[src/rtl/hdmi_ctrl_pkg.sv]
// Shared definitions for the HDMI output path: FSM state encoding, 640x480@60
// default timing, the line/frame total derivation and the colour-bar palette.
package hdmi_ctrl_pkg;

  typedef enum logic [1:0] {
    ST_IDLE   = 2'd0,
    ST_RESYNC = 2'd1,
    ST_ARMED  = 2'd2,
    ST_RUN    = 2'd3
  } state_t;

  localparam int DEF_H_ACTIVE = 640;
  localparam int DEF_H_FP     = 16;
  localparam int DEF_H_SYNC   = 96;
  localparam int DEF_H_BP     = 48;
  localparam int DEF_V_ACTIVE = 480;
  localparam int DEF_V_FP     = 10;
  localparam int DEF_V_SYNC   = 2;
  localparam int DEF_V_BP     = 33;

  localparam logic [23:0] BAR_WHITE   = 24'hFFFFFF;
  localparam logic [23:0] BAR_YELLOW  = 24'hFFFF00;
  localparam logic [23:0] BAR_CYAN    = 24'h00FFFF;
  localparam logic [23:0] BAR_GREEN   = 24'h00FF00;
  localparam logic [23:0] BAR_MAGENTA = 24'hFF00FF;
  localparam logic [23:0] BAR_RED     = 24'hFF0000;
  localparam logic [23:0] BAR_BLUE    = 24'h0000FF;
  localparam logic [23:0] BAR_BLACK   = 24'h000000;

  function automatic int timing_total(input int active, input int fp, input int sync, input int bp);
    return active + fp + sync + bp;
  endfunction

  function automatic logic [23:0] bar_rgb(input logic [2:0] idx);
    case (idx)
      3'd0:    return BAR_WHITE;
      3'd1:    return BAR_YELLOW;
      3'd2:    return BAR_CYAN;
      3'd3:    return BAR_GREEN;
      3'd4:    return BAR_MAGENTA;
      3'd5:    return BAR_RED;
      3'd6:    return BAR_BLUE;
      default: return BAR_BLACK;
    endcase
  endfunction

endpackage

[src/rtl/video_timing_gen.sv]
// Free-running pixel/line counters with combinational region flags.
// With TEST_PATTERN_EN the horizontal position is exported for the colour bars.
module video_timing_gen import hdmi_ctrl_pkg::*; #(
  parameter int H_ACTIVE = DEF_H_ACTIVE,
  parameter int H_FP     = DEF_H_FP,
  parameter int H_SYNC   = DEF_H_SYNC,
  parameter int H_BP     = DEF_H_BP,
  parameter int V_ACTIVE = DEF_V_ACTIVE,
  parameter int V_FP     = DEF_V_FP,
  parameter int V_SYNC   = DEF_V_SYNC,
  parameter int V_BP     = DEF_V_BP,
  localparam int H_TOTAL = timing_total(H_ACTIVE, H_FP, H_SYNC, H_BP),
  localparam int V_TOTAL = timing_total(V_ACTIVE, V_FP, V_SYNC, V_BP),
  localparam int HW      = $clog2(H_TOTAL),
  localparam int VW      = $clog2(V_TOTAL)
) (
  input  logic          clk_pixel,
  input  logic          rst,
`ifdef TEST_PATTERN_EN
  output logic [HW-1:0] h_pos,
`endif
  output logic          active,
  output logic          hs,
  output logic          vs,
  output logic          first,
  output logic          last
);

  logic [HW-1:0] h_cnt_reg;
  logic [VW-1:0] v_cnt_reg;

  always_ff @(posedge clk_pixel or negedge rst) begin
    if (!rst) begin
      h_cnt_reg <= '0;
      v_cnt_reg <= '0;
    end else if (h_cnt_reg == HW'(H_TOTAL - 1)) begin
      h_cnt_reg <= '0;
      v_cnt_reg <= (v_cnt_reg == VW'(V_TOTAL - 1)) ? '0 : v_cnt_reg + 1'b1;
    end else begin
      h_cnt_reg <= h_cnt_reg + 1'b1;
    end
  end

  assign active = (h_cnt_reg < HW'(H_ACTIVE)) && (v_cnt_reg < VW'(V_ACTIVE));
  assign hs     = (h_cnt_reg >= HW'(H_ACTIVE + H_FP)) && (h_cnt_reg < HW'(H_ACTIVE + H_FP + H_SYNC));
  assign vs     = (v_cnt_reg >= VW'(V_ACTIVE + V_FP)) && (v_cnt_reg < VW'(V_ACTIVE + V_FP + V_SYNC));
  assign first  = (h_cnt_reg == '0) && (v_cnt_reg == '0);
  assign last   = (h_cnt_reg == HW'(H_TOTAL - 1)) && (v_cnt_reg == VW'(V_TOTAL - 1));

`ifdef TEST_PATTERN_EN
  assign h_pos = h_cnt_reg;
`endif

endmodule

[src/rtl/hdmi_stream_ctrl.sv]
// HDMI output sequencer: video timing, stream lock/relock FSM and registered pixel outputs.
// Optional TEST_PATTERN_EN adds pattern_sel, which replaces the stream with 8 colour bars.
module hdmi_stream_ctrl import hdmi_ctrl_pkg::*; #(
  parameter int          H_ACTIVE = DEF_H_ACTIVE,
  parameter int          H_FP     = DEF_H_FP,
  parameter int          H_SYNC   = DEF_H_SYNC,
  parameter int          H_BP     = DEF_H_BP,
  parameter int          V_ACTIVE = DEF_V_ACTIVE,
  parameter int          V_FP     = DEF_V_FP,
  parameter int          V_SYNC   = DEF_V_SYNC,
  parameter int          V_BP     = DEF_V_BP,
  parameter logic        HS_POL   = 1'b0,
  parameter logic        VS_POL   = 1'b0,
  parameter logic [23:0] FILL_RGB = 24'h000000
) (
  input  logic        clk_pixel,
  input  logic        rst,
  input  logic        enable,
  input  logic [23:0] s_data,
  input  logic        s_sof,
  input  logic        s_valid,
  output logic        s_ready,
  output logic [7:0]  RED,
  output logic [7:0]  GREEN,
  output logic [7:0]  BLUE,
  output logic        HSYNC,
  output logic        VSYNC,
  output logic        video_de,
  output logic        frame_start,
  input  logic        clr_err,
  output logic        underflow_err,
  output logic        sof_err
`ifdef TEST_PATTERN_EN
  ,
  input  logic        pattern_sel
`endif
);

  logic active, hs, vs, first, last;
  logic pattern_on;
  logic [23:0] bar_color;
  state_t state_reg;
  logic [23:0] rgb_reg;
  logic hsync_reg, vsync_reg, de_reg, fs_reg, underflow_reg, sof_err_reg;

`ifdef TEST_PATTERN_EN
  localparam int HW    = $clog2(timing_total(H_ACTIVE, H_FP, H_SYNC, H_BP));
  localparam int BAR_W = H_ACTIVE / 8;
  logic [HW-1:0] h_pos;
  assign pattern_on = pattern_sel;
  assign bar_color  = bar_rgb(3'(h_pos / HW'(BAR_W)));
`else
  assign pattern_on = 1'b0;
  assign bar_color  = 24'h000000;
`endif

  video_timing_gen #(
    .H_ACTIVE(H_ACTIVE), .H_FP(H_FP), .H_SYNC(H_SYNC), .H_BP(H_BP),
    .V_ACTIVE(V_ACTIVE), .V_FP(V_FP), .V_SYNC(V_SYNC), .V_BP(V_BP)
  ) u_timing (
    .clk_pixel(clk_pixel),
    .rst(rst),
`ifdef TEST_PATTERN_EN
    .h_pos(h_pos),
`endif
    .active(active),
    .hs(hs),
    .vs(vs),
    .first(first),
    .last(last)
  );

  // Ready never looks at s_valid; in RUN it refuses any beat whose sof flag disagrees with the position.
  always_comb begin
    s_ready = 1'b0;
    if (!pattern_on) begin
      case (state_reg)
        ST_RESYNC: s_ready = !s_sof;
        ST_RUN:    s_ready = active && !(s_sof && !first) && !(first && !s_sof);
        default:   s_ready = 1'b0;
      endcase
    end
  end

  always_ff @(posedge clk_pixel or negedge rst) begin
    if (!rst) begin
      state_reg     <= ST_IDLE;
      rgb_reg       <= '0;
      hsync_reg     <= ~HS_POL;
      vsync_reg     <= ~VS_POL;
      de_reg        <= 1'b0;
      fs_reg        <= 1'b0;
      underflow_reg <= 1'b0;
      sof_err_reg   <= 1'b0;
    end else begin
      hsync_reg <= hs ? HS_POL : ~HS_POL;
      vsync_reg <= vs ? VS_POL : ~VS_POL;
      de_reg    <= active;
      fs_reg    <= first;
      rgb_reg   <= active ? FILL_RGB : 24'h000000;
      // Clear first so a same-cycle error set below takes precedence.
      if (clr_err) begin
        underflow_reg <= 1'b0;
        sof_err_reg   <= 1'b0;
      end
      if (pattern_on) begin
        state_reg <= ST_IDLE;
        if (active) rgb_reg <= bar_color;
      end else begin
        case (state_reg)
          ST_IDLE:   if (enable) state_reg <= ST_RESYNC;
          ST_RESYNC: if (s_valid && s_sof) state_reg <= ST_ARMED;
          ST_ARMED:  if (last) state_reg <= ST_RUN;
          ST_RUN: begin
            if (active) begin
              if (!s_valid) begin
                underflow_reg <= 1'b1;
                state_reg     <= ST_RESYNC;
              end else if (s_sof != first) begin
                sof_err_reg <= 1'b1;
                state_reg   <= ST_RESYNC;
              end else begin
                rgb_reg <= s_data;
              end
            end
          end
          default: state_reg <= ST_IDLE;
        endcase
        if (!enable) state_reg <= ST_IDLE;
      end
    end
  end

  assign RED           = rgb_reg[23:16];
  assign GREEN         = rgb_reg[15:8];
  assign BLUE          = rgb_reg[7:0];
  assign HSYNC         = hsync_reg;
  assign VSYNC         = vsync_reg;
  assign video_de      = de_reg;
  assign frame_start   = fs_reg;
  assign underflow_err = underflow_reg;
  assign sof_err       = sof_err_reg;

endmodule

[config.mk]
export PLATFORM = sky130hd
export DESIGN_NAME = hdmi_stream_ctrl
export DESIGN_NICKNAME = d
export VERILOG_FILES = /design/src/rtl/hdmi_ctrl_pkg.sv /design/src/rtl/video_timing_gen.sv /design/src/rtl/hdmi_stream_ctrl.sv
export SDC_FILE = /design/constraint.sdc
export NUM_CORES = 1
export LEC_CHECK = 0
export BUFFER_PORTS_ARGS = -buffer_cell sky130_fd_sc_hd__buf_4
export CORE_MARGIN = 3
export CORE_UTILIZATION = 54
export CTS_BUF_LIST = sky130_fd_sc_hd__clkbuf_4
export CTS_CLUSTER_SIZE = 24
export DETAILED_ROUTE_END_ITERATION = 12
export GPL_ROUTABILITY_DRIVEN = 0
export GPL_TIMING_DRIVEN = 0
export HOLD_SLACK_MARGIN = 0.1
export PLACE_DENSITY = 0.82
export SKIP_CTS_REPAIR_TIMING = 1
export SYNTH_ARGS = -nofsm -noshare
export SYNTH_HDL_FRONTEND = slang
export SYNTH_SLANG_ARGS = --single-unit
[constraint.sdc]
create_clock -name clk_pixel -period 3.3 [get_ports clk_pixel]
set_clock_uncertainty 0.15 [all_clocks]
set_input_delay 0 -clock clk_pixel [delete_from_list [all_inputs] [get_ports clk_pixel]]
set_output_delay 0 -clock clk_pixel [all_outputs]
set_load 0.02 [all_outputs]
Word-level counts from Yosys, hierarchy flattened
Cells that the tools add are included.
{"block": "word_totals", "register_bits": 52, "input_bits": 30, "wordCells": 71}
{"block": "op_classes", "n_addsub": 2, "n_lt_le_gt_ge": 6, "n_eq_ne": 10, "mux": 25, "n_reduce_logical": 18}
{"cell": "24-bit two-way mux", "count": 4}
{"cell": "10-bit by 1-bit adder with 10-bit output (second input constant)", "count": 2}
{"cell": "10-bit equality test (second input constant)", "count": 2}
{"cell": "10-bit logical NOT", "count": 2}
{"cell": "10-bit < comparator (second input constant)", "count": 2}
{"cell": "10-bit by 9-bit < comparator with 1-bit output (second input constant)", "count": 2}
{"cell": "10-bit two-way mux", "count": 2}
{"cell": "2-bit two-way mux", "count": 6}
{"cell": "1-bit two-way mux", "count": 11}
{"cell": "10-bit greater-or-equal comparator (second input constant)", "count": 1}
{"cell": "10-bit by 9-bit greater-or-equal comparator with 1-bit output (second input constant)", "count": 1}
{"cell": "1-bit logical AND", "count": 10}
{"cell": "3-bit != test (second input constant)", "count": 3}
{"cell": "2-bit one-hot mux with 4 select lines", "count": 1}
{"cell": "2-bit equality test (second input constant)", "count": 2}
{"cell": "1-bit logical NOT", "count": 4}
{"cell": "4-bit != test (second input constant)", "count": 1}
{"cell": "4-bit AND reduction", "count": 1}
{"cell": "2-bit by 1-bit equality test with 1-bit output (second input constant)", "count": 1}
{"cell": "2-bit logical NOT", "count": 1}
{"cell": "1-bit one-hot mux with 2 select lines", "count": 1}
{"cell": "1-bit != test", "count": 1}

Depth between registers and ports, before layout
Gate-level depths: netlist (run 1).
{"block": "depth", "depth_word": 8, "depth_mapped": 11, "ltp_nobuf": 11}

Modules after synthesis
A second synthesis (run 1) with hierarchy kept.
{"block": "hier_totals", "cells_unflattened": 200, "area_unflattened_um2": 2258.4}
{"module": "hdmi_stream_ctrl", "instances": 1, "cells_per_inst": 89, "area_each_um2": 1159.9}
{"module": "video_timing_gen", "instances": 1, "cells_per_inst": 111, "area_each_um2": 1098.6}

Least setup slack after synthesis (run 1)
OpenSTA, ideal clock, no wires.
{"block": "synth_path", "kind": "register to register", "from": "register u_timing.v_cnt_reg[0]", "to": "register state_reg[0]", "setup_ns": 0.122, "arrival_time_ns": 2.488, "t_required_ns": 3.028, "setup_slack_ns": 0.541, "stages_incl_launch_ff": 12, "n_path_buf": 0, "synth_period_minus_slack_ns": 2.759, "cell_sequence": "dfrtp_1 inv_1 ha_1 or4b_1 nor3_2 nand4_1 ha_1 a21o_1 o31a_1 a21oi_2 o21ai_2 a32o_1"}
{"block": "synth_between", "elab_chain_len": 5, "elab_cells_between_ends": 11, "classes_between": "order compare (1); eq/ne (5); reduce/logical (5)"}
{"item": "start, declared", "line_no": "video_timing_gen.sv:30", "source": "logic [VW-1:0] v_cnt_reg;"}
{"item": "start signal, assigned", "line_no": "video_timing_gen.sv:38", "source": "v_cnt_reg <= (v_cnt_reg == VW'(V_TOTAL - 1)) ? '0 : v_cnt_reg + 1'b1;"}
{"item": "parallel branches: the longest is 4 deep, another holds 10-bit by 9-bit < comparator with 1-bit output"}
{"item": "4-bit AND reduction (no line) (*)"}
{"item": "end signal, assigned", "line_no": "hdmi_stream_ctrl.sv:118", "source": "state_reg <= ST_RESYNC;"}
{"item": "end signal, assigned", "line_no": "hdmi_stream_ctrl.sv:121", "source": "state_reg <= ST_RESYNC;"}
{"item": "end signal, assigned", "line_no": "hdmi_stream_ctrl.sv:127", "source": "default: state_reg <= ST_IDLE;"}
{"item": "end, declared", "line_no": "hdmi_stream_ctrl.sv:42", "source": "state_t state_reg;"}
Mark *: on every way between the ends.
A chain may end at the register's enable or synchronous reset.

Worst setup path after layout (run 1)
Same ends and word-level chain as after synthesis.

==> flow_summary.ini, run 1 <==
[status]
status = finished clean

[synth]
ys_warn_count = 0
syn-num-nets = 238
synth_top_family_by_area = simple AND/OR/NAND/NOR gates
synth_sequential_area_ratio_pct = 58.0
synth.distinct_cells = 40
postSynthAreaPerCell_um2 = 11.3
synth_seq_cells = 52
synthArstFlopShare_pct = 100
synth_mux_area_share_pct = 0.445
synth-xor-area-share_pct = 4.67
dominantRegCellSynth = dfrtp_1
synthesis.area_um2 = 2250
yosys.area_share.simple_pct = 22.2
synth_fa_ha_area_share_pct = 5.01
synth_edf_count = 0
synth_compound_area_share_pct = 5.84
synthCells = 199

[routing]
drtAntennaViolNets = 0
drt-initial-drc-count = 98
drt-total-wl_um = 5120
wl_per_cell_um = 14.8
drc_errors = 0
via_per_inst = 5.27
route.vias.total = 1829
firstDrtPassIters = 4

[power]
p_total_mw = 1.19
p_per_area_nw_per_um2 = 376
vdd_drop_max_mv = 0.285
leakage_nw = 1.61

[floorplan]
placementRows = 22
die_area_um2 = 4980
ios = 61
fp.dieH_um = 70.5
die_x_um = 70.5
core-area_um2 = 3830
start_util_pct = 58.8

[global_routing]
antenna_found_initial = 0
grt_pass1_vias = 1557
grt_max_degree = 53
grt_usage_pct = 17.3
grt_pass1_wl_um = 6840
globalRouteOverflowTotal = 0

[finish]
final_core_util_pct = 82.5
final_common_cell = buf_4
diodes = 0
drive_gt1_share_pct = 26.8
syn_to_final_growth_pct = 40.3
layout_common_cells = buf_4, dfrtp_1, dlygate4sd3_1, and2_1, inv_1
largest_reg_flops = 24
finalNetCount = 337

[clock_tree]
cts_sinks = 52
clock_latency_ns = 0.37
cts-htree-levels = 2
cts_tree = done
clkSlewWorstSetupHoldPaths_ns = 0.14
clock-root-buffer = clkbuf_4
numCtsBuffers = 5
clock_path_buffers = 2

[worst_hold_path]
hp-class = input port to register

[flow_run]
maxCapViolCount = 0

[critical_path]
crit_slowest_cell = or4b_1
critPathLaunchType = register
path_common_cell = ha_1
path_max_fanout = 4
slowest_delay_ns = 0.45
cp.arrival_ns = 3.17
end_kind = register
worstPathRequired_ns = 3.42
path_delay_family = compound AO/OA/AOI/OAI gates
worstPathCellList = inv_1 > ha_1 > or4b_1 > nor3_2 > nand4_1 > ha_1 > a21o_1 > o31a_1 > a21oi_2 > o21ai_2 > a32o_1
path_buf_inv = 1
crit_type = register to register

[timing]
finalHoldViolCount = 0
tightest_slew_ns = 0.469
rsz0062_at_grt = false
setup_viol = 0
slew_violations = 0
max_freq_mhz = 328
fin_crit_ns = 3.05
fin_setup_tns_ns = 0
slew_headroom_pct = 68.8
fin_crit_sh_pct = 92.3

[placement]
port_buffers = 60
dp_hpwl_um = 2990
==> kinds of logic (layout without fill, tap and decap cells) <==
kind of cell | Yosys count | after routing
buf+inv | 21 | 121
compound gates | 19 | 19
simple gates | 85 | 85
xor+xnor | 12 | 12
flops | 52 | 52
mux | 1 | 1
fa+ha+maj | 9 | 9
==> where the power goes <==
part | leakage [nW] | internal, mW | switching [mW] | total [mW]
clock network | 0.0361 | 0.0999 | 0.188 | 0.288
logic | 0.876 | 0.119 | 0.103 | 0.222
registers | 0.697 | 0.659 | 0.0178 | 0.677
==> per-layer routing <==
metal	vias up	track usage [%]	wire [µm]
met5	-	0	0
li1	869	-	-
met3	8	8.38	414
met4	0	4.38	85
met2	70	28.1	2580
met1	882	20.9	2040
==> tightest hold or removal path: cells and delay by family <==
family / cells / cell delay [ns]
buffers and inverters: 2 / 0.61
and+or+nand+nor: 1 / 0.10
==> final timing paths <==
check / cells past startpoint / endpoint / slack, ns / from
setup / recovery: 11 / state_reg[0]$_DFFE_PN0P_ / 0.25 / u_timing.v_cnt_reg[0]$_DFFE_PN0N_
hold / removal: 3 / rgb_reg[13]$_DFF_PN0_ / 0.22 / s_data[13]
setup reg to reg: 11 / state_reg[0]$_DFFE_PN0P_ / 0.25 / u_timing.v_cnt_reg[0]$_DFFE_PN0N_
hold reg to reg: 1 / u_timing.h_cnt_reg[0]$_DFF_PN0_ / 0.38 / u_timing.h_cnt_reg[0]$_DFF_PN0_
max in group asynchronous: 4 / u_timing.h_cnt_reg[2]$_DFF_PN0_ / 2.24 / rst
min in group asynchronous: 3 / VSYNC$_DFF_PN1_ / 0.51 / rst
==> per-stage QoR <==
step / cells / hold WS, ns / area [µm²] / setup WS (ns)
6_report: 347 / 0.219 / 3160 / 0.253
5_1_grt: 347 / 0.200 / 3160 / 0.0303
4_1_cts: 315 / -0.499 / 2820 / 0.254
3_5_place_dp: 307 / -0.0870 / 2760 / 0.276
3_3_place_gp: 307 / -0.0840 / 2760 / 0.291
2_1_floorplan: 199 / -0.446 / 2250 / 0.541
==> synth_stat cells (all sizes together) (2+ instances only) <==
cell	number	share of area, %
a21oi	2	0.61
and2	24	6.7
and3	4	1.1
buf	4	1.0
clkbuf	3	0.50
dfrtp	50	56
dfstp	2	2.3
ha	9	5.0
inv	14	2.3
nand2	13	2.2
nand2b	3	0.83
nand3	5	1.3
nand4	9	2.5
nor2	11	1.8
nor2b	2	0.56
nor3	2	0.67
nor4	4	1.8
o21ai	8	1.9
o31a	2	0.78
o32ai	2	0.78
or3	3	0.83
xnor2	5	1.9
xor2	7	2.7
==> area by class of cell <==
cell class,count,area (µm²)
tap,48,60.1
clock inverter,1,5.00
timing repair buffer,92,788
inverter,14,52.6
buffer,7,33.8
multi-input combinational,126,860
clock buffer,7,52.6
sequential,52,1300
fill,211,671
Power figures use the tool's default switching activity.
==> run 2: changes to the inputs <==
CORE_MARGIN = 2   (was 3)
==> run 2 against run 1 <==
Clock power grew 3%. Non-clock buffer count grew 1. Cell area grew 0.52%. Die area shrank 5.6%. Sequential power is essentially flat. Critical path depth shrank 1. Global-route usage grew 2.4 points. Maximum frequency is essentially flat. Wire length shrank 1.3%. Critical endpoint is now rgb_reg[17]$_DFF_PN0_. Largest power group unchanged.
==> flow_summary.ini, run 2 (synthesized netlist as in run 1, its figures left out) <==
[placement]
dp_hpwl_um = 3010
port_buffers = 60
dp_slack_ns = 0.300
numPlacedInstances = 309

[finish]
diodes = 0
drive_gt1_share_pct = 26.7
final_common_cell = buf_4
layout_common_cells = buf_4, dfrtp_1, dlygate4sd3_1, and2_1, inv_1
n_fill_cell = 244
ff_latch_area_um2 = 1300
largest_reg_flops = 24
syn_to_final_growth_pct = 41.0
finalNetCount = 338
stdcell_count = 350
multi_input_area_um2 = 860

[critical_path]
critPathLaunchType = register
end_kind = register
worstPathRequired_ns = 3.46
path_max_fanout = 10
cp.arrival_ns = 3.21
crit_type = register to register

[floorplan]
die_area_um2 = 4700
ios = 61
core-area_um2 = 4000
fp.dieH_um = 68.5
die_x_um = 68.5
placementRows = 23
start_util_pct = 56.2

[timing]
setup_viol = 0
fin_setup_tns_ns = 0
fin_crit_ns = 3.05
holdWs_ns = 0.213
slew_headroom_pct = 71.6
tightest_slew_ns = 0.427
worst_slack_ns = 0.254
finalHoldViolCount = 0
fin_crit_sh_pct = 92.3
max_freq_mhz = 328
slew_violations = 0

[status]
status = finished clean

[clock_tree]
clock_latency_ns = 0.37
cts_sinks = 52
numCtsBuffers = 5
cts_tree = done
clkSlewWorstSetupHoldPaths_ns = 0.15
clock_path_buffers = 2
clock-root-buffer = clkbuf_4
cts-htree-levels = 2

[global_routing]
grt_pass1_wl_um = 6810
grt_usage_pct = 19.7
globalRouteOverflowTotal = 0
grt_max_degree = 53
grt_pass1_vias = 1570
antenna_found_initial = 0

[routing]
firstDrtPassIters = 4
routed-wl-met3_um = 440
drc_errors = 0
routedLengthMet1_um = 2110
dr.max_layer_used = met4
drt-total-wl_um = 5050
drt-initial-drc-count = 106
wl_met2_um = 2430
wl_per_cell_um = 14.4
via_per_inst = 5.09
drtAntennaViolNets = 0
route.vias.total = 1782

[power]
vdd_drop_max_mv = 0.295
p_per_area_nw_per_um2 = 377
leakage_nw = 1.61

[worst_hold_path]
hp-class = input port to register

[flow_run]
maxCapViolCount = 0
## run 2: cell types whose count changed in the layout (fill, tap and decap cells not counted), sizes merged
cell and change:
clkbuf -1, clkinvlp +1, dlygate4sd3 +1
## run 2: worst max-delay path, cell delays in order, from the launching register on
cell and delay, ns:
dfrtp_1 0.44, inv_1 0.11, ha_1 0.15, or4b_1 0.44, nor3_2 0.19, nand4_1 0.18, ha_1 0.36, nand2_1 0.06
nor2_1 0.33, clkbuf_1 0.34, and2_1 0.22
## run 2: final timing paths
kind,endpoint,cells past startpoint,slack [ns],start
max in group asynchronous,state_reg[1]$_DFFE_PN0P_,4,2.24,rst
worst min-delay path,rgb_reg[20]$_DFF_PN0_,3,0.21,s_data[20]
worst min register to register,u_timing.h_cnt_reg[0]$_DFF_PN0_,1,0.38,u_timing.h_cnt_reg[0]$_DFF_PN0_
worst max-delay path,rgb_reg[17]$_DFF_PN0_,10,0.25,u_timing.v_cnt_reg[0]$_DFFE_PN0N_
min in group asynchronous,HSYNC$_DFF_PN1_,3,0.50,rst
worst max register to register,rgb_reg[17]$_DFF_PN0_,10,0.25,u_timing.v_cnt_reg[0]$_DFFE_PN0N_
## run 2: layout make-up
| type | count | area share, % |
|---|---|---|
| well taps | 50 | 1.97 |
| plain buffers | 7 | 1.07 |
| flip-flops and latches | 52 | 41.1 |
| multi-input cells | 126 | 27.1 |
| clock inverters | 2 | 0.513 |
| clock buffers | 6 | 1.42 |
| inverters | 14 | 1.66 |
| repair buffers | 93 | 25.2 |
## run 2: metrics by stage
step,power [mW],instance area [µm²],util (%)
after CTS,1.17,2820,70.6
after global routing,1.26,3170,79.3
after global placement,0.866,2760,69.1
final,1.20,3170,79.3
after floorplan,0.790,2250,-
after detailed placement,0.873,2760,69.1
## run 2: metal layers
| metal | global-route usage [%] | vias to the layer above |
|---|---|---|
| li1 | - | 865 |
| met1 | 24.0 | 842 |
| met2 | 31.3 | 65 |
| met3 | 9.25 | 10 |
| met4 | 6.00 | 0 |
| met5 | 0 | - |
## run 2: report_power, final
part | switching [mW] | internal, mW | leakage [nW]
clock | 0.203 | 0.0934 | 0.0319
sequential | 0.0167 | 0.659 | 0.697
combinational | 0.103 | 0.121 | 0.883
==> run 3: changes to the inputs <==
CORE_MARGIN = 4   (was 2)
REMOVE_ABC_BUFFERS = 1   (was not set)
SLEW_MARGIN = 0   (was not set)
==> run 3 against run 2 <==
Via count shrank 0.34%. Clock power grew 42%. Die area grew 12%. Sequential power is essentially flat. Sequential share of layout area grew 0.065 points. Worst hold slack gained 0.011 ns. Sequential cell count is the same. Count of clock-buffer cells in the layout shrank 1. Power grew 10%. Non-clock buffer count shrank 8. Largest power group unchanged.
==> flow_summary.ini, run 3 (synthesized netlist as in run 1, its figures left out) <==
[status]
status = finished clean

[routing]
drtAntennaViolNets = 0
drt-total-wl_um = 5100
drc_errors = 0
drt-initial-drc-count = 76
firstDrtPassIters = 4
route.vias.total = 1776
via_per_inst = 5.21
wl_per_cell_um = 15.0

[timing]
fin_crit_ns = 3.04
worst_slack_ns = 0.260
slew_headroom_pct = 52.2
finalHoldViolCount = 0
setup_viol = 0
fin_crit_sh_pct = 92.1
slew_violations = 0
max_freq_mhz = 329
fin_setup_tns_ns = 0
holdWs_ns = 0.224
tightest_slew_ns = 0.716
rsz0062_at_grt = false

[critical_path]
worstPathRequired_ns = 3.41
rrSetupSlack_ns = 0.26
r2r_end = state_reg[0]$_DFFE_PN0P_
critPathLaunch = u_timing.v_cnt_reg[0]$_DFFE_PN0N_
crit_type = register to register
critPathLaunchType = register
endpoint = state_reg[0]$_DFFE_PN0P_
r2r_cells = 11
end_kind = register
path_max_fanout = 4
rr_startpoint = u_timing.v_cnt_reg[0]$_DFFE_PN0N_
cp.arrival_ns = 3.15

[finish]
n_fill_cell = 243
stdcell_count = 341
largest_reg_flops = 24
final_core_util_pct = 78.6
multi_input_area_um2 = 862
layout_common_cells = buf_4, dfrtp_1, dlygate4sd3_1, and2_1, inv_1
drive_gt1_share_pct = 26.1
fin_area_um2 = 3170
finalNetCount = 330
syn_to_final_growth_pct = 40.8
final_common_cell = buf_4
diodes = 0
ff_latch_area_um2 = 1300

[clock_tree]
clkSlewWorstSetupHoldPaths_ns = 0.14
clock_latency_ns = 0.36
cts_tree = done
cts_sinks = 52
clock_path_buffers = 2
clock-root-buffer = clkbuf_4
cts-htree-levels = 2
numCtsBuffers = 5

[floorplan]
die_x_um = 72.5
placementRows = 23
fp.dieH_um = 72.5
die_area_um2 = 5260
ios = 61
start_util_pct = 55.8
core-area_um2 = 4030

[placement]
numPlacedInstances = 302
dp_hpwl_um = 2920
place_area_um2 = 2730
dp_slack_ns = 0.0797
port_buffers = 60

[global_routing]
grt_max_degree = 53
grt_usage_pct = 16.5
globalRouteOverflowTotal = 0
grt_pass1_wl_um = 6760
grt_pass1_vias = 1585
antenna_found_initial = 0

[power]
vdd_drop_max_mv = 0.328
leakage_nw = 1.60
p_total_mw = 1.32
p_per_area_nw_per_um2 = 416

[worst_hold_path]
whs_path_depth = 3
hp-class = input port to register

[flow_run]
maxCapViolCount = 0
## run 3: area by class of cell
class                           count  share of cell area, %
Clock buffer                        5                   1.19
Clock inverter                      2                   1.90
Inverter                           14                   1.66
Multi-Input combinational cell    126                   27.2
Sequential cell                    52                   41.2
Tap cell                           50                   1.98
Timing Repair Buffer               92                   24.9
## run 3: worst max-delay path: stages, from the launching register on
cell	delay, ns
dfrtp_1	0.43
inv_1	0.12
ha_1	0.15
or4b_1	0.44
nor3_2	0.20
nand4_1	0.18
ha_1	0.37
a21o_1	0.19
o31a_1	0.26
a21oi_2	0.12
o21ai_2	0.08
a32o_1	0.26
## run 3: per-layer routing
layer | vias up | global-route usage [%] | part of all wire, %
li1 | 845 | - | -
met1 | 863 | 18.6 | 39
met2 | 61 | 28.3 | 51
met3 | 7 | 7.34 | 8.3
met4 | 0 | 4.92 | 1.2
met5 | - | 0 | 0
## run 3: power breakdown
group / internal (mW) / switching, mW
Clock: 0.232 / 0.189
Combinational: 0.118 / 0.103
Sequential: 0.659 / 0.0166
## run 3: worst min path at each step
stage | from | endpoint
after global routing | s_data[18] | rgb_reg[18]$_DFF_PN0_
after global placement | rst | u_timing.h_cnt_reg[7]$_DFF_PN0_
final | s_data[2] | rgb_reg[2]$_DFF_PN0_
after detailed placement | rst | u_timing.h_cnt_reg[8]$_DFF_PN0_
after CTS | rst | rgb_reg[1]$_DFF_PN0_
after floorplan | rst | frame_start$_DFF_PN0_
